==> src/rtl/regfile_wb_arbiter.sv <==
`default_nettype none
// ============================================================================
//  Module      : regfile_wb_arbiter
//  Description : Writer side of the RV32I register file. Merges the
//                single-cycle ALU result path and the variable-latency load
//                path onto the register file's single write port. Load
//                results that lose arbitration are held in an in-order FIFO.
//                A pending-destination mask is exported so issue logic can
//                stall on registers that still have queued writes.
//  Revision    : 1.0 - initial release
// ----------------------------------------------------------------------------
//  Ports
//    clk          in   core clock, rising edge
//    reset        in   asynchronous active-high reset
//    alu_valid    in   ALU result present (always accepted)
//    alu_rd       in   ALU destination register
//    alu_data     in   ALU result
//    mem_valid    in   load result offered
//    mem_ready    out  load result can be accepted this cycle
//    mem_rd       in   load destination register
//    mem_data     in   load result
//    RegWrite     out  register-file write enable (registered)
//    rd           out  register-file write address (registered)
//    Result       out  register-file write data (registered)
//    pending_mask out  registers with a queued or in-flight write
//    fifo_count   out  occupied FIFO entries
// ============================================================================
module regfile_wb_arbiter #(
    parameter int DEPTH = 4,
    parameter int XLEN  = 32
) (
    input  logic                         clk,
    input  logic                         reset,
    input  logic                         alu_valid,
    input  logic [4:0]                   alu_rd,
    input  logic [XLEN-1:0]              alu_data,
    input  logic                         mem_valid,
    output logic                         mem_ready,
    input  logic [4:0]                   mem_rd,
    input  logic [XLEN-1:0]              mem_data,
    output logic                         RegWrite,
    output logic [4:0]                   rd,
    output logic [XLEN-1:0]              Result,
    output logic [31:0]                  pending_mask,
    output logic [$clog2(DEPTH+1)-1:0]   fifo_count
);

    localparam int PTR_W = $clog2(DEPTH);
    localparam int CNT_W = PTR_W + 1;

    // ------------------------------------------------------------------
    // State
    // ------------------------------------------------------------------
    logic [4:0]        r_fifo_rd   [DEPTH];
    logic [XLEN-1:0]   r_fifo_data [DEPTH];
    logic [PTR_W-1:0]  r_wptr;
    logic [PTR_W-1:0]  r_rptr;
    logic [CNT_W-1:0]  r_count;

    logic              r_reg_write;
    logic [4:0]        r_rd;
    logic [XLEN-1:0]   r_result;

    // ------------------------------------------------------------------
    // Arbitration
    // ------------------------------------------------------------------
    logic              w_ready;
    logic              w_alu_ok;
    logic              w_load_ok;
    logic              w_empty;
    logic              w_push;
    logic              w_pop;
    logic              w_wr_en;
    logic [4:0]        w_wr_rd;
    logic [XLEN-1:0]   w_wr_data;

    // Ready depends only on occupancy; a same-cycle pop does not free a slot
    // early, which keeps mem_ready free of any path from alu_valid.
    assign w_ready   = (r_count < CNT_W'(DEPTH));
    assign w_empty   = (r_count == '0);
    assign w_alu_ok  = alu_valid && (alu_rd != 5'd0);
    // Accepted loads to x0 complete the handshake but are dropped here.
    assign w_load_ok = mem_valid && w_ready && (mem_rd != 5'd0);

    always_comb begin
        w_push    = 1'b0;
        w_pop     = 1'b0;
        w_wr_en   = 1'b0;
        w_wr_rd   = r_rd;
        w_wr_data = r_result;
        if (w_alu_ok) begin
            w_wr_en   = 1'b1;
            w_wr_rd   = alu_rd;
            w_wr_data = alu_data;
            w_push    = w_load_ok;
        end else if (!w_empty) begin
            // Queued loads drain before a new load so load order is kept.
            w_pop     = 1'b1;
            w_wr_en   = 1'b1;
            w_wr_rd   = r_fifo_rd[r_rptr];
            w_wr_data = r_fifo_data[r_rptr];
            w_push    = w_load_ok;
        end else if (w_load_ok) begin
            w_wr_en   = 1'b1;
            w_wr_rd   = mem_rd;
            w_wr_data = mem_data;
        end
    end

    // ------------------------------------------------------------------
    // FIFO storage (payload needs no reset; validity comes from r_count)
    // ------------------------------------------------------------------
    always_ff @(posedge clk) begin
        if (w_push) begin
            r_fifo_rd[r_wptr]   <= mem_rd;
            r_fifo_data[r_wptr] <= mem_data;
        end
    end

    // ------------------------------------------------------------------
    // Pointers, count and output stage
    // ------------------------------------------------------------------
    always_ff @(posedge clk or posedge reset) begin
        if (reset) begin
            r_wptr      <= '0;
            r_rptr      <= '0;
            r_count     <= '0;
            r_reg_write <= 1'b0;
            r_rd        <= 5'd0;
            r_result    <= '0;
        end else begin
            if (w_push) begin
                r_wptr <= r_wptr + 1'b1;
            end
            if (w_pop) begin
                r_rptr <= r_rptr + 1'b1;
            end
            case ({w_push, w_pop})
                2'b10:   r_count <= r_count + 1'b1;
                2'b01:   r_count <= r_count - 1'b1;
                default: r_count <= r_count;
            endcase
            r_reg_write <= w_wr_en;
            if (w_wr_en) begin
                r_rd     <= w_wr_rd;
                r_result <= w_wr_data;
            end
        end
    end

    // ------------------------------------------------------------------
    // Pending-destination mask
    // ------------------------------------------------------------------
    // A slot is live when its distance from the read pointer (mod DEPTH)
    // is below the occupancy count.
    logic [DEPTH-1:0] w_slot_valid;

    for (genvar i = 0; i < DEPTH; i++) begin : g_slot
        logic [PTR_W-1:0] w_off;
        assign w_off           = PTR_W'(i) - r_rptr;
        assign w_slot_valid[i] = ({1'b0, w_off} < r_count);
    end

    logic [31:0] w_mask;

    always_comb begin
        w_mask = '0;
        for (int i = 0; i < DEPTH; i++) begin
            if (w_slot_valid[i]) begin
                w_mask[r_fifo_rd[i]] = 1'b1;
            end
        end
        if (r_reg_write) begin
            w_mask[r_rd] = 1'b1;
        end
        w_mask[0] = 1'b0;
    end

    // ------------------------------------------------------------------
    // Outputs
    // ------------------------------------------------------------------
    assign mem_ready    = w_ready;
    assign RegWrite     = r_reg_write;
    assign rd           = r_rd;
    assign Result       = r_result;
    assign pending_mask = w_mask;
    assign fifo_count   = r_count;

endmodule
`default_nettype wire

==> config.mk <==
export PLATFORM = sky130hd
export DESIGN_NAME = regfile_wb_arbiter
export DESIGN_NICKNAME = d
export VERILOG_FILES = /design/src/rtl/regfile_wb_arbiter.sv
export SDC_FILE = /design/constraint.sdc
export NUM_CORES = 1
export LEC_CHECK = 0
export BUFFER_PORTS_ARGS = -buffer_cell sky130_fd_sc_hd__buf_2
export CORE_MARGIN = 2
export CORE_UTILIZATION = 64
export CTS_BUF_LIST = sky130_fd_sc_hd__clkbuf_2 sky130_fd_sc_hd__clkbuf_4 sky130_fd_sc_hd__clkbuf_8
export CTS_CLUSTER_DIAMETER = 120
export CTS_CLUSTER_SIZE = 30
export DETAILED_ROUTE_END_ITERATION = 10
export GPL_TIMING_DRIVEN = 0
export PLACE_DENSITY_LB_ADDON = 0.15
export SLEW_MARGIN = 0
export SYNTH_ARGS = -nofsm -noshare
export SYNTH_HDL_FRONTEND = slang
export SYNTH_SLANG_ARGS = --single-unit
export TNS_END_PERCENT = 1
==> constraint.sdc <==
create_clock -name clk -period 4.97 [get_ports clk]
set_input_delay 0.2485 -clock clk [delete_from_list [all_inputs] [get_ports clk]]
set_output_delay 0.2485 -clock clk [all_outputs]
set_load 0.05 [all_outputs]
==> key figures <==
Status
  • Status: complete, no violations

Global routing
  • Largest net degree at the start of global routing: 36
  • Gr usage total: 0.369
  • Grt total ovfl: 0
  • Initial antenna violation count: 0
  • Vias in the first global route: 7696
  • First-pass GRT wire length: 44600 um

Synth
  • Synth top cells by count: 148 x edfxtp_1, 47 x nand4_1, 45 x dfrtp_1
  • Ys flop type: edfxtp_1
  • Yosys top cell by area: edfxtp_1
  • Syn. warnings: 0
  • Yosys reg bits: 193
  • Seq/Total Area, Yosys: 0.571
  • Synth top area share: 0.455
  • Mapped Nets: 828
  • Post-synth EDFFs: 148
  • Synth Area per Inst: 13.2 um^2
  • Mapped Cells: 740
  • Most frequent cell after synthesis: edfxtp_1
  • Ys async rst share: 0.233
  • Number of unique standard cell types used by synthesis: 63
  • Top post-synthesis cells by area: edfxtp_1 46%, dfrtp_1 12%, mux4_2 8.5%
  • Netlist Area Pre-Place: 0.00976 mm^2

Routing
  • Vias: 7847
  • Per-cell routed wire length: 25.9 um
  • 1st-pass router iterations: 5
  • Final ANT Viol Nets: 0
  • DRT Wirelength: 29400 um
  • DR iter-0 viols: 1138
  • # DRC: 0
  • Vias per inst: 6.92

Critical path
  • Critical path's top delay family: compound AO/OA/AOI/OAI gates
  • Critical path capture point type: output pin
  • RR Endpoint: fifo_count[2]
  • Slowest CP cell: a2111oi_1
  • Startpoint Class: flip-flop
  • Critical path class: reg -> out
  • R2r setup slk: 2.20 ns
  • Worst Path Required: 4.72 ns
  • CP bufs+invs: 2
  • CP arrival: 4.05 ns
  • Cell Chain, Critical Path: buf_1 > xor2_1 > ha_1 > nor2b_1 > a2111oi_1 > a32oi_1 > nand3_1 > buf_2
  • R2R depth: 11
  • Max FO, Critical Path: 10
  • Crit path largest cell delay: 1.10 ns
  • Reg-to-Reg Start: fifo_count[0]

Worst hold path
  • Worst hold start: mem_data[18]
  • Hold EP: r_fifo_data[0][18]
  • Hold Path Depth: 1
  • Hold WC Path Type: in -> reg

Cells and area
  • Layout area overhead: 17.0%
  • Fin nets: 1021
  • ANT cells: 0
  • Final core utilization: 0.759
  • Share of post-route cells with drive strength above 1: 0.317

Clocking
  • CTS tree: built
  • Clock Sinks: 193
  • H-tree depth: 4
  • Clock-pin slew on the worst setup and hold paths: 0.11 ns
  • Total CTS buffers: 17
  • Post_cts resized: 0
  • Worst-skew pair later-pin latency: 0.47 ns
  • Clk buf depth: 2
  • Root buffer cell: clkbuf_8

Pwr
  • Combinational Power Share: 0.511
  • Net Sw Power: 3.17 mW
  • Flop pwr share: 0.341
  • Switching Share: 0.465
  • Clock network fraction of design power: 0.148
  • VDD IR max: 0.452 mV
  • Cell internal pwr: 3.64 mW
  • Pleak: 4.33 nW
  • Cell Pwr Density: 597 mW/mm^2

Die
  • Core Rows: 45
  • Die area: 0.0163 mm^2
  • Die Height: 127 um
  • Ports: 152
  • Chip Width: 127 um
  • Initial Util: 0.649
  • Core box area: 0.0150 mm^2

Timing
  • Skew final: 0.0127 ns
  • Total negative slack: 0 ns
  • Worst setup margin: 0.667 ns
  • Worst Tran Pin Value: 1.32 ns
  • Minimum clock period: 4.30 ns
  • Unrepaired setup endpoints after global routing: no
  • Hold WS: 0.0149 ns
  • Tcrit/Tclk final: 0.866
  • Max-Slew Margin vs Limit: 0.0983
  • Max frequency: 232 MHz
  • Slew Limit Fails: 0
  • Hold Vio Cnt, Final: 0
  • Final setup viols: 0

Place
  • Setup WS pre-CTS: 1.26 ns
  • Half-perimeter wire length after placement: 20100 um
  • Routability cong.: 1.04
  • IO Port Bufs: 149

Flow run
  • Max-cap violations: 0
-- stage by stage --
step,cell area [um^2],instances,power [mW]
2_1_floorplan,9760,740,4.79
3_3_place_gp,10700,1077,5.56
5_1_grt,11400,1134,7.07
6_report,11400,1134,6.82
4_1_cts,11400,1134,6.74
3_5_place_dp,10900,1085,5.73
-- state kept, by name, summed over array words and instances, names as in the netlist --
signal and flops:
rd 5, r_rptr 2, r_fifo_rd 20, RegWrite 1, Result 32, r_fifo_data 128, fifo_count 3, r_wptr 2
-- logic make-up (layout without fill, tap and decap cells) --
group	after synthesis	after routing	share of synthesized area
other	1	1	0.000384
flip-flops	193	193	0.571
multiplexers	105	105	0.160
buffers and inverters	69	275	0.0305
XOR/XNOR	7	7	0.00628
AND/OR/NAND/NOR	237	237	0.137
adder cells (fa/ha/maj)	10	10	0.0136
AO/OA/AOI/OAI	118	118	0.0814
-- layout make-up --
type / count / area [um^2]
Buffer: 50 / 226
Clock buffer: 17 / 234
Clock inverter: 15 / 146
Fill cell: 878 / 3620
Inverter: 19 / 71.3
Multi-Input combinational cell: 478 / 3900
Sequential cell: 193 / 5570
Tap cell: 188 / 235
Timing Repair Buffer: 174 / 1030
-- cell usage in the layout, fill, tap and decap left out, types with 5 or more instances in the layout --
cell             n
nand3_1         29
o22ai_1         10
mux2i_1         33
mux4_2          37
nand4_1         47
or4_1            8
nand2b_1        17
inv_6            5
ha_1             9
o21ai_0         39
buf_2          164
buf_4            5
nor3_1          11
dfrtp_1         45
dlygate4sd3_1   17
buf_1            5
clkbuf_8        17
buf_12           5
nand3b_1         5
mux2_2          33
edfxtp_1       148
nor2_1          37
inv_1           17
a21oi_1         23
a2111oi_1        5
clkbuf_1        24
a22oi_1         13
nor2b_1         18
nand2_1         27
-- worst max path at each step --
stage	from	end	slack [ns]	depth (start not counted)
4_1_cts	r_rptr[1]	pending_mask[6]	0.75	8
3_5_place_dp	r_rptr[1]	pending_mask[6]	1.26	8
5_1_grt	r_rptr[1]	pending_mask[4]	0.47	8
3_3_place_gp	r_rptr[1]	pending_mask[16]	0.88	8
2_1_floorplan	fifo_count[2]	r_fifo_data[0][0]	1.95	4
6_report	r_rptr[1]	pending_mask[30]	0.67	8
-- timing repair --
item	CTS	global route
setup buffers	0	0
hold endpoints to repair	92	0
hold buffers	17	0
-- power groups by stage --
stage	Clock [mW]	Sequential, mW	Combinational (mW)
2_1_floorplan	0	2.86	1.93
3_3_place_gp	0	2.31	3.26
3_5_place_dp	0	2.33	3.39
4_1_cts	0.996	2.30	3.44
5_1_grt	1.07	2.35	3.66
6_report	1.01	2.32	3.48
-- per-layer routing --
layer	track usage	up-vias	part of all wire
li1	-	3300	-
met1	0.494	3851	0.37
met2	0.613	608	0.50
met3	0.0708	88	0.094
met4	0.131	0	0.030
met5	0	-	0
Note: power is estimated with default switching activity, not from simulation.
